--- src/rtl/airi5c_float_result_sequencer.sv ---
// In-order completion sequencer for the FPU arithmetic units.
//
// Each issued op gets a tag. The tag is the slot at the tail pointer. The
// arithmetic units complete out of order by tag through their own completion
// ports. Results are then presented to post-processing strictly in issue
// order through a valid/ready handshake. Each slot also stores the rounding
// mode and the unit index that were latched at issue.
//
// Ports
//   clk, n_reset     clock, asynchronous active-low reset
//   kill             synchronous flush of every entry (also clears proto_err)
//   issue_*          dispatch handshake; issue_tag is the tag being allocated
//   fu_*             per-unit completion lanes, unit i packed at [i*W +: W]
//   out_*            head-of-queue result, zero while out_valid is low
//   count            number of allocated entries (0..DEPTH)
//   proto_err        sticky flag for completions that hit a FREE or DONE slot,
//                    or for two units completing the same tag in one cycle
module airi5c_float_result_sequencer #(
   parameter  int N_UNITS = 4,
   parameter  int TAG_W   = 2,
   parameter  int MAN_W   = 24,
   parameter  int EXP_W   = 10,
   localparam int UNIT_W  = (N_UNITS > 1) ? $clog2(N_UNITS) : 1
) (
   input  logic                     clk,
   input  logic                     n_reset,
   input  logic                     kill,
   input  logic                     issue_valid,
   output logic                     issue_ready,
   input  logic [UNIT_W-1:0]        issue_unit,
   input  logic [2:0]               issue_rm,
   output logic [TAG_W-1:0]         issue_tag,
   input  logic [N_UNITS-1:0]       fu_valid,
   input  logic [N_UNITS*TAG_W-1:0] fu_tag,
   input  logic [N_UNITS*MAN_W-1:0] fu_man,
   input  logic [N_UNITS*EXP_W-1:0] fu_exp,
   input  logic [N_UNITS-1:0]       fu_sgn,
   input  logic [N_UNITS-1:0]       fu_round,
   input  logic [N_UNITS-1:0]       fu_sticky,
   input  logic [N_UNITS-1:0]       fu_iv,
   input  logic [N_UNITS-1:0]       fu_dz,
   input  logic [N_UNITS-1:0]       fu_final,
   output logic                     out_valid,
   input  logic                     out_ready,
   output logic [MAN_W-1:0]         out_man,
   output logic [EXP_W-1:0]         out_exp,
   output logic                     out_sgn,
   output logic                     out_round,
   output logic                     out_sticky,
   output logic                     out_iv,
   output logic                     out_dz,
   output logic                     out_final,
   output logic [2:0]               out_rm,
   output logic [UNIT_W-1:0]        out_unit,
   output logic [TAG_W-1:0]         out_tag,
   output logic [TAG_W:0]           count,
   output logic                     proto_err
);

   localparam int DEPTH = 1 << TAG_W;

   typedef enum logic [1:0] {
      SLOT_FREE,
      SLOT_PENDING,
      SLOT_DONE
   } slot_state_t;

   slot_state_t        state_q [DEPTH];
   slot_state_t        state_d [DEPTH];
   logic [TAG_W-1:0]   head_q, head_d;
   logic [TAG_W-1:0]   tail_q, tail_d;
   logic [TAG_W:0]     count_q, count_d;
   logic               proto_err_q, proto_err_d;

   logic [2:0]         rm_q   [DEPTH];
   logic [UNIT_W-1:0]  unit_q [DEPTH];
   logic [MAN_W-1:0]   man_q  [DEPTH];
   logic [EXP_W-1:0]   exp_q  [DEPTH];
   logic [5:0]         flg_q  [DEPTH];   // {sgn, round, sticky, iv, dz, final}

   logic [5:0]         fu_flg  [N_UNITS];
   logic [DEPTH-1:0]   hit;
   logic [DEPTH-1:0]   cap_en;
   logic [MAN_W-1:0]   cap_man [DEPTH];
   logic [EXP_W-1:0]   cap_exp [DEPTH];
   logic [5:0]         cap_flg [DEPTH];
   logic               comp_err;

   logic               issue_fire;
   logic               retire;

   // The queue is full exactly when the MSB of count is set, because count
   // never exceeds DEPTH. Retiring in the same cycle does not free a slot
   // for issue until the next cycle.
   assign issue_ready = ~count_q[TAG_W];
   assign issue_fire  = issue_valid & issue_ready;
   assign retire      = out_valid & out_ready;
   assign issue_tag   = tail_q;
   assign count       = count_q;
   assign proto_err   = proto_err_q;

   always_comb begin
      for (int unsigned i = 0; i < N_UNITS; i++) begin
         fu_flg[i] = {fu_sgn[i], fu_round[i], fu_sticky[i], fu_iv[i], fu_dz[i], fu_final[i]};
      end
   end

   // Each slot selects the lowest-index unit that targets it. Any further
   // unit hitting the same slot, or any hit on a slot that is not PENDING,
   // is a protocol error and the completion is dropped.
   always_comb begin
      hit      = '0;
      cap_en   = '0;
      comp_err = 1'b0;
      for (int unsigned s = 0; s < DEPTH; s++) begin
         cap_man[s] = '0;
         cap_exp[s] = '0;
         cap_flg[s] = '0;
         for (int unsigned i = 0; i < N_UNITS; i++) begin
            if (fu_valid[i] && (fu_tag[i*TAG_W +: TAG_W] == TAG_W'(s))) begin
               if (hit[s]) begin
                  comp_err = 1'b1;
               end else begin
                  hit[s]     = 1'b1;
                  cap_man[s] = fu_man[i*MAN_W +: MAN_W];
                  cap_exp[s] = fu_exp[i*EXP_W +: EXP_W];
                  cap_flg[s] = fu_flg[i];
               end
            end
         end
         if (hit[s]) begin
            if (state_q[s] == SLOT_PENDING) cap_en[s] = 1'b1;
            else                            comp_err  = 1'b1;
         end
      end
   end

   // Slot states and pointers. The head slot is DONE and the tail slot is
   // FREE, and only PENDING slots capture, so the retire, completion and
   // issue updates never target the same slot in one cycle.
   always_comb begin
      for (int unsigned s = 0; s < DEPTH; s++) state_d[s] = state_q[s];
      head_d      = head_q;
      tail_d      = tail_q;
      count_d     = count_q;
      proto_err_d = proto_err_q;
      if (kill) begin
         for (int unsigned s = 0; s < DEPTH; s++) state_d[s] = SLOT_FREE;
         head_d      = '0;
         tail_d      = '0;
         count_d     = '0;
         proto_err_d = 1'b0;
      end else begin
         for (int unsigned s = 0; s < DEPTH; s++) begin
            if (cap_en[s]) state_d[s] = SLOT_DONE;
         end
         if (retire) begin
            state_d[head_q] = SLOT_FREE;
            head_d          = head_q + TAG_W'(1);
         end
         if (issue_fire) begin
            state_d[tail_q] = SLOT_PENDING;
            tail_d          = tail_q + TAG_W'(1);
         end
         unique case ({issue_fire, retire})
            2'b10:   count_d = count_q + (TAG_W+1)'(1);
            2'b01:   count_d = count_q - (TAG_W+1)'(1);
            default: count_d = count_q;
         endcase
         proto_err_d = proto_err_q | comp_err;
      end
   end

   always_ff @(posedge clk or negedge n_reset) begin
      if (!n_reset) begin
         for (int unsigned s = 0; s < DEPTH; s++) state_q[s] <= SLOT_FREE;
         head_q      <= '0;
         tail_q      <= '0;
         count_q     <= '0;
         proto_err_q <= 1'b0;
      end else begin
         for (int unsigned s = 0; s < DEPTH; s++) state_q[s] <= state_d[s];
         head_q      <= head_d;
         tail_q      <= tail_d;
         count_q     <= count_d;
         proto_err_q <= proto_err_d;
      end
   end

   // Payload storage. It is not cleared on kill, because the outputs are
   // gated by the slot state.
   always_ff @(posedge clk or negedge n_reset) begin
      if (!n_reset) begin
         for (int unsigned s = 0; s < DEPTH; s++) begin
            rm_q[s]   <= '0;
            unit_q[s] <= '0;
            man_q[s]  <= '0;
            exp_q[s]  <= '0;
            flg_q[s]  <= '0;
         end
      end else if (!kill) begin
         if (issue_fire) begin
            rm_q[tail_q]   <= issue_rm;
            unit_q[tail_q] <= issue_unit;
         end
         for (int unsigned s = 0; s < DEPTH; s++) begin
            if (cap_en[s]) begin
               man_q[s] <= cap_man[s];
               exp_q[s] <= cap_exp[s];
               flg_q[s] <= cap_flg[s];
            end
         end
      end
   end

   always_comb begin
      out_valid  = (state_q[head_q] == SLOT_DONE);
      out_man    = '0;
      out_exp    = '0;
      out_sgn    = 1'b0;
      out_round  = 1'b0;
      out_sticky = 1'b0;
      out_iv     = 1'b0;
      out_dz     = 1'b0;
      out_final  = 1'b0;
      out_rm     = '0;
      out_unit   = '0;
      out_tag    = '0;
      if (out_valid) begin
         out_man  = man_q[head_q];
         out_exp  = exp_q[head_q];
         {out_sgn, out_round, out_sticky, out_iv, out_dz, out_final} = flg_q[head_q];
         out_rm   = rm_q[head_q];
         out_unit = unit_q[head_q];
         out_tag  = head_q;
      end
   end

endmodule

--- config.mk ---
export PLATFORM = sky130hd
export DESIGN_NAME = airi5c_float_result_sequencer
export DESIGN_NICKNAME = d
export VERILOG_FILES = /design/src/rtl/airi5c_float_result_sequencer.sv
export SDC_FILE = /design/constraint.sdc
export NUM_CORES = 1
export LEC_CHECK = 0
export CAP_MARGIN = 25
export CORE_MARGIN = 5
export CORE_UTILIZATION = 58
export DETAILED_ROUTE_END_ITERATION = 16
export GPL_TIMING_DRIVEN = 0
export PLACE_DENSITY = 0.87
export SYNTH_ARGS = -nofsm -noshare
export SYNTH_HDL_FRONTEND = slang
export SYNTH_SLANG_ARGS = --single-unit
--- constraint.sdc ---
create_clock -name clk -period 5.4 [get_ports clk]
set_input_delay 1.62 -clock clk [delete_from_list [all_inputs] [get_ports clk]]
set_output_delay 1.62 -clock clk [all_outputs]
set_load 0.005 [all_outputs]
==> results of run 1 <==
power by group:
group          total, W  internal [W]  leakage (nW)  switching [W]
Sequential      0.00215       0.00189          2.51       0.000257
Clock           0.00130      0.000671         0.277       0.000633
Combinational   0.00136      0.000710          3.83       0.000646
final timing paths:
path,from,end,slack (ns),cells past startpoint
worst max-delay path,head_q[1]$_DFFE_PN0P_,out_man[0],0.56,5
worst min-delay path,flg_q[7]$_DFFE_PN0P_,flg_q[7]$_DFFE_PN0P_,0.49,2
worst max register to register,head_q[1]$_DFFE_PN0P_,state_q[6]$_DFF_PN0_,2.66,6
min in group asynchronous,n_reset,man_q[89]$_DFFE_PN0P_,1.15,1
worst min register to register,flg_q[7]$_DFFE_PN0P_,flg_q[7]$_DFFE_PN0P_,0.49,2
max in group asynchronous,n_reset,flg_q[23]$_DFFE_PN0P_,3.26,2
per-layer routing:
layer	vias up	track usage	share of wire
met5	-	0	0.00018
met2	1473	0.595	0.45
met1	6758	0.476	0.34
met3	350	0.118	0.15
met4	2	0.201	0.062
li1	5948	-	-
cell families (layout without fill, tap and decap cells):
group | count (synthesis) | in the layout | share of synthesized area
and+or+nand+nor | 487 | 487 | 0.180
AOI/OAI and AO/OA | 437 | 437 | 0.223
DFF | 196 | 196 | 0.369
buffers and inverters | 156 | 422 | 0.0513
muxes | 149 | 149 | 0.164
adders and majority gates | 9 | 9 | 0.00903
xor gates and xnor gates | 4 | 4 | 0.00320
other | 0 | 2 | 0
registers in the layout, indices dropped and copies added (netlist names):
signal     count
state_q        8
unit_q         8
rm_q          12
count          3
issue_tag      2
flg_q         24
proto_err      1
head_q         2
man_q         96
exp_q         40
worst register-to-register path: stages (launching register included):
cell and delay, ns:
dfrtp_1 0.43, buf_1 0.61, buf_1 0.61, inv_1 0.23, ha_1 0.28, a221o_1 0.34, a21oi_1 0.17
final cells by class:
type                       instances  area share
antenna                            2    0.000301
buffer                           145      0.0386
clock buffer                      20      0.0275
clock inverter                    11     0.00685
inverter                          11     0.00249
multi-input combinational       1086       0.465
sequential                       196       0.295
tap                              285      0.0215
timing repair buffer             235       0.143
through the flow:
step                power, W  std cells  hold slack, ns  cell area (sq um)  setup slack (ns)
floorplan            0.00292       1438           0.450              13300              2.14
global placement     0.00341       1957           0.463              16000             -5.44
detailed placement   0.00348       1958           0.471              16000              1.10
CTS                  0.00475       1989           0.487              16600             0.628
global route         0.00501       1990           0.503              16600             0.484
finish               0.00481       1991           0.487              16600             0.558
placed cells by master (no fill, tap or decap), drive strengths merged, types with 9 or more instances in the layout:
cell / n
clkdlybuf4s50: 233
and3: 82
a221oi: 120
mux2: 102
dfrtp: 196
clkbuf: 109
and2: 47
nand3: 47
a221o: 41
a31oi: 43
nor2: 92
buf: 58
inv: 18
nand2: 172
mux4: 45
o21ai: 125
a21oi: 92
nor2b: 9
==> impl_metrics.json, run 1 <==
{
  "std_cell_rows": 55,
  "grt_max_degree": 103,
  "cts_tree": "built",
  "status": "complete, no violations",
  "dp_hpwl_microns": 35500,
  "synth-seq-cells": 196,
  "area_growth_pct": 24.9,
  "powerDensity_mw_per_mm2": 289,
  "ff_latch_area_sq_mm": 0.00490,
  "hold_class": "reg -> reg",
  "critical_path_class": "reg -> out",
  "ys_top_cells_by_count": "dfrtp_1, nand2_1, a221oi_1, mux2_2",
  "drv_cap": 0,
  "post_cts_resized": 0,
  "grt_overflow": 0,
  "peakVddDrop_v": 0.000238,
  "ys_types": 57,
  "slew_headroom": 0.399,
  "grt_setup_unrepaired": "false",
  "synth_nets": 1629,
  "fp.coreArea_sq_mm": 0.0226,
  "hold_viol_final": 0,
  "synth-edff-count": 0,
  "critPathBufInv": 3,
  "path_max_fanout": 10,
  "power.leakage_nw": 6.61,
  "synth_top_cell_by_area": "dfrtp_1",
  "max_clock_freq_ghz": 0.207,
  "dr.pass1.iters": 6,
  "cts-root-buf": "clkbuf_16",
  "setup_viol": 0,
  "crit_path_end_kind": "output pin",
  "clk_pin_slew_ns": 0.07,
  "portBuffers": 234,
  "antenna_found_initial": 3,
  "worstPathArrival_ns": 3.22,
  "synth_area_leaders": "dfrtp_1, mux2_2, a221oi_1, mux4_2, nand2_1",
  "fin_setup_tns_ns": 0,
  "ctsHoldBuffers": 0,
  "wirelength_microns": 50800,
  "start_util": 0.588,
  "die_h_microns": 161,
  "yosysTopAreaCellShare": 0.369,
  "avgSynthCellArea_sq_um": 9.25,
  "ant_nets": 0,
  "slew_violations": 0,
  "grt_use_total": 0.381,
  "crit_family": "buffers and inverters",
  "tightest_slew_ns": 0.901,
  "synth.cell_area_sq_mm": 0.0133,
  "numCtsBuffers": 17,
  "cts.sinks": 196,
  "grt_pass1_wl_microns": 78200,
  "globalplace.congestion": 0.969,
  "clk_latency_ns": 0.46,
  "yosysSeqAreaShare": 0.369,
  "synth.most_common_cell": "dfrtp_1",
  "async_flop_share": 1.00,
  "nets": 1883,
  "routedWlPerCell_microns": 25.5,
  "drcViolationCount": 0,
  "dieArea_sq_mm": 0.0261,
  "period_minus_slack_ns": 4.84,
  "synth_flop_cell": "dfrtp_1",
  "post_cts_buffers": 0,
  "cp_slowest_cell": "clkbuf_1",
  "final_util": 0.734,
  "cts_max_path_buffers": 2,
  "fp.dieW_microns": 161,
  "pin_count": 237,
  "cpPeakStageDelay_ns": 0.65,
  "crit_chain": "buf_1 -> clkbuf_1 -> mux4_2 -> and2_1 -> clkdlybuf4s50_1",
  "drive_gt1_frac": 0.146,
  "finClkSkew_ns": 0.0128,
  "crit_path_start_kind": "register",
  "drt-vias-per-instance": 7.30,
  "fin_crit_sh": 0.897,
  "synthCells": 1438,
  "grt_pass1_vias": 14400,
  "multi_input_area_sq_mm": 0.00772,
  "fillCellCount": 1653,
  "ys_warn_count": 0,
  "cp.required_ns": 3.78,
  "htreeDepth": 4,
  "vias": 14500,
  "drtIter0Drc": 2470
}
(Power assumes the default switching activity.)
==> run 2: changes to the inputs <==
clock period = 5.9 ns   (was 5.4 ns; I/O delays follow)
==> results of run 2 <==
The final DEF is identical to that of run 1. Status: complete, no violations.
Among the figures that moved: setup slack after placement 1.10 ns -> 1.45 ns; setup slack after layout 0.558 ns -> 0.908 ns; register-to-register setup slack 2.66 ns -> 3.16 ns; total power 0.00481 W -> 0.00440 W; worst IR drop on VDD 0.000238 V -> 0.000218 V
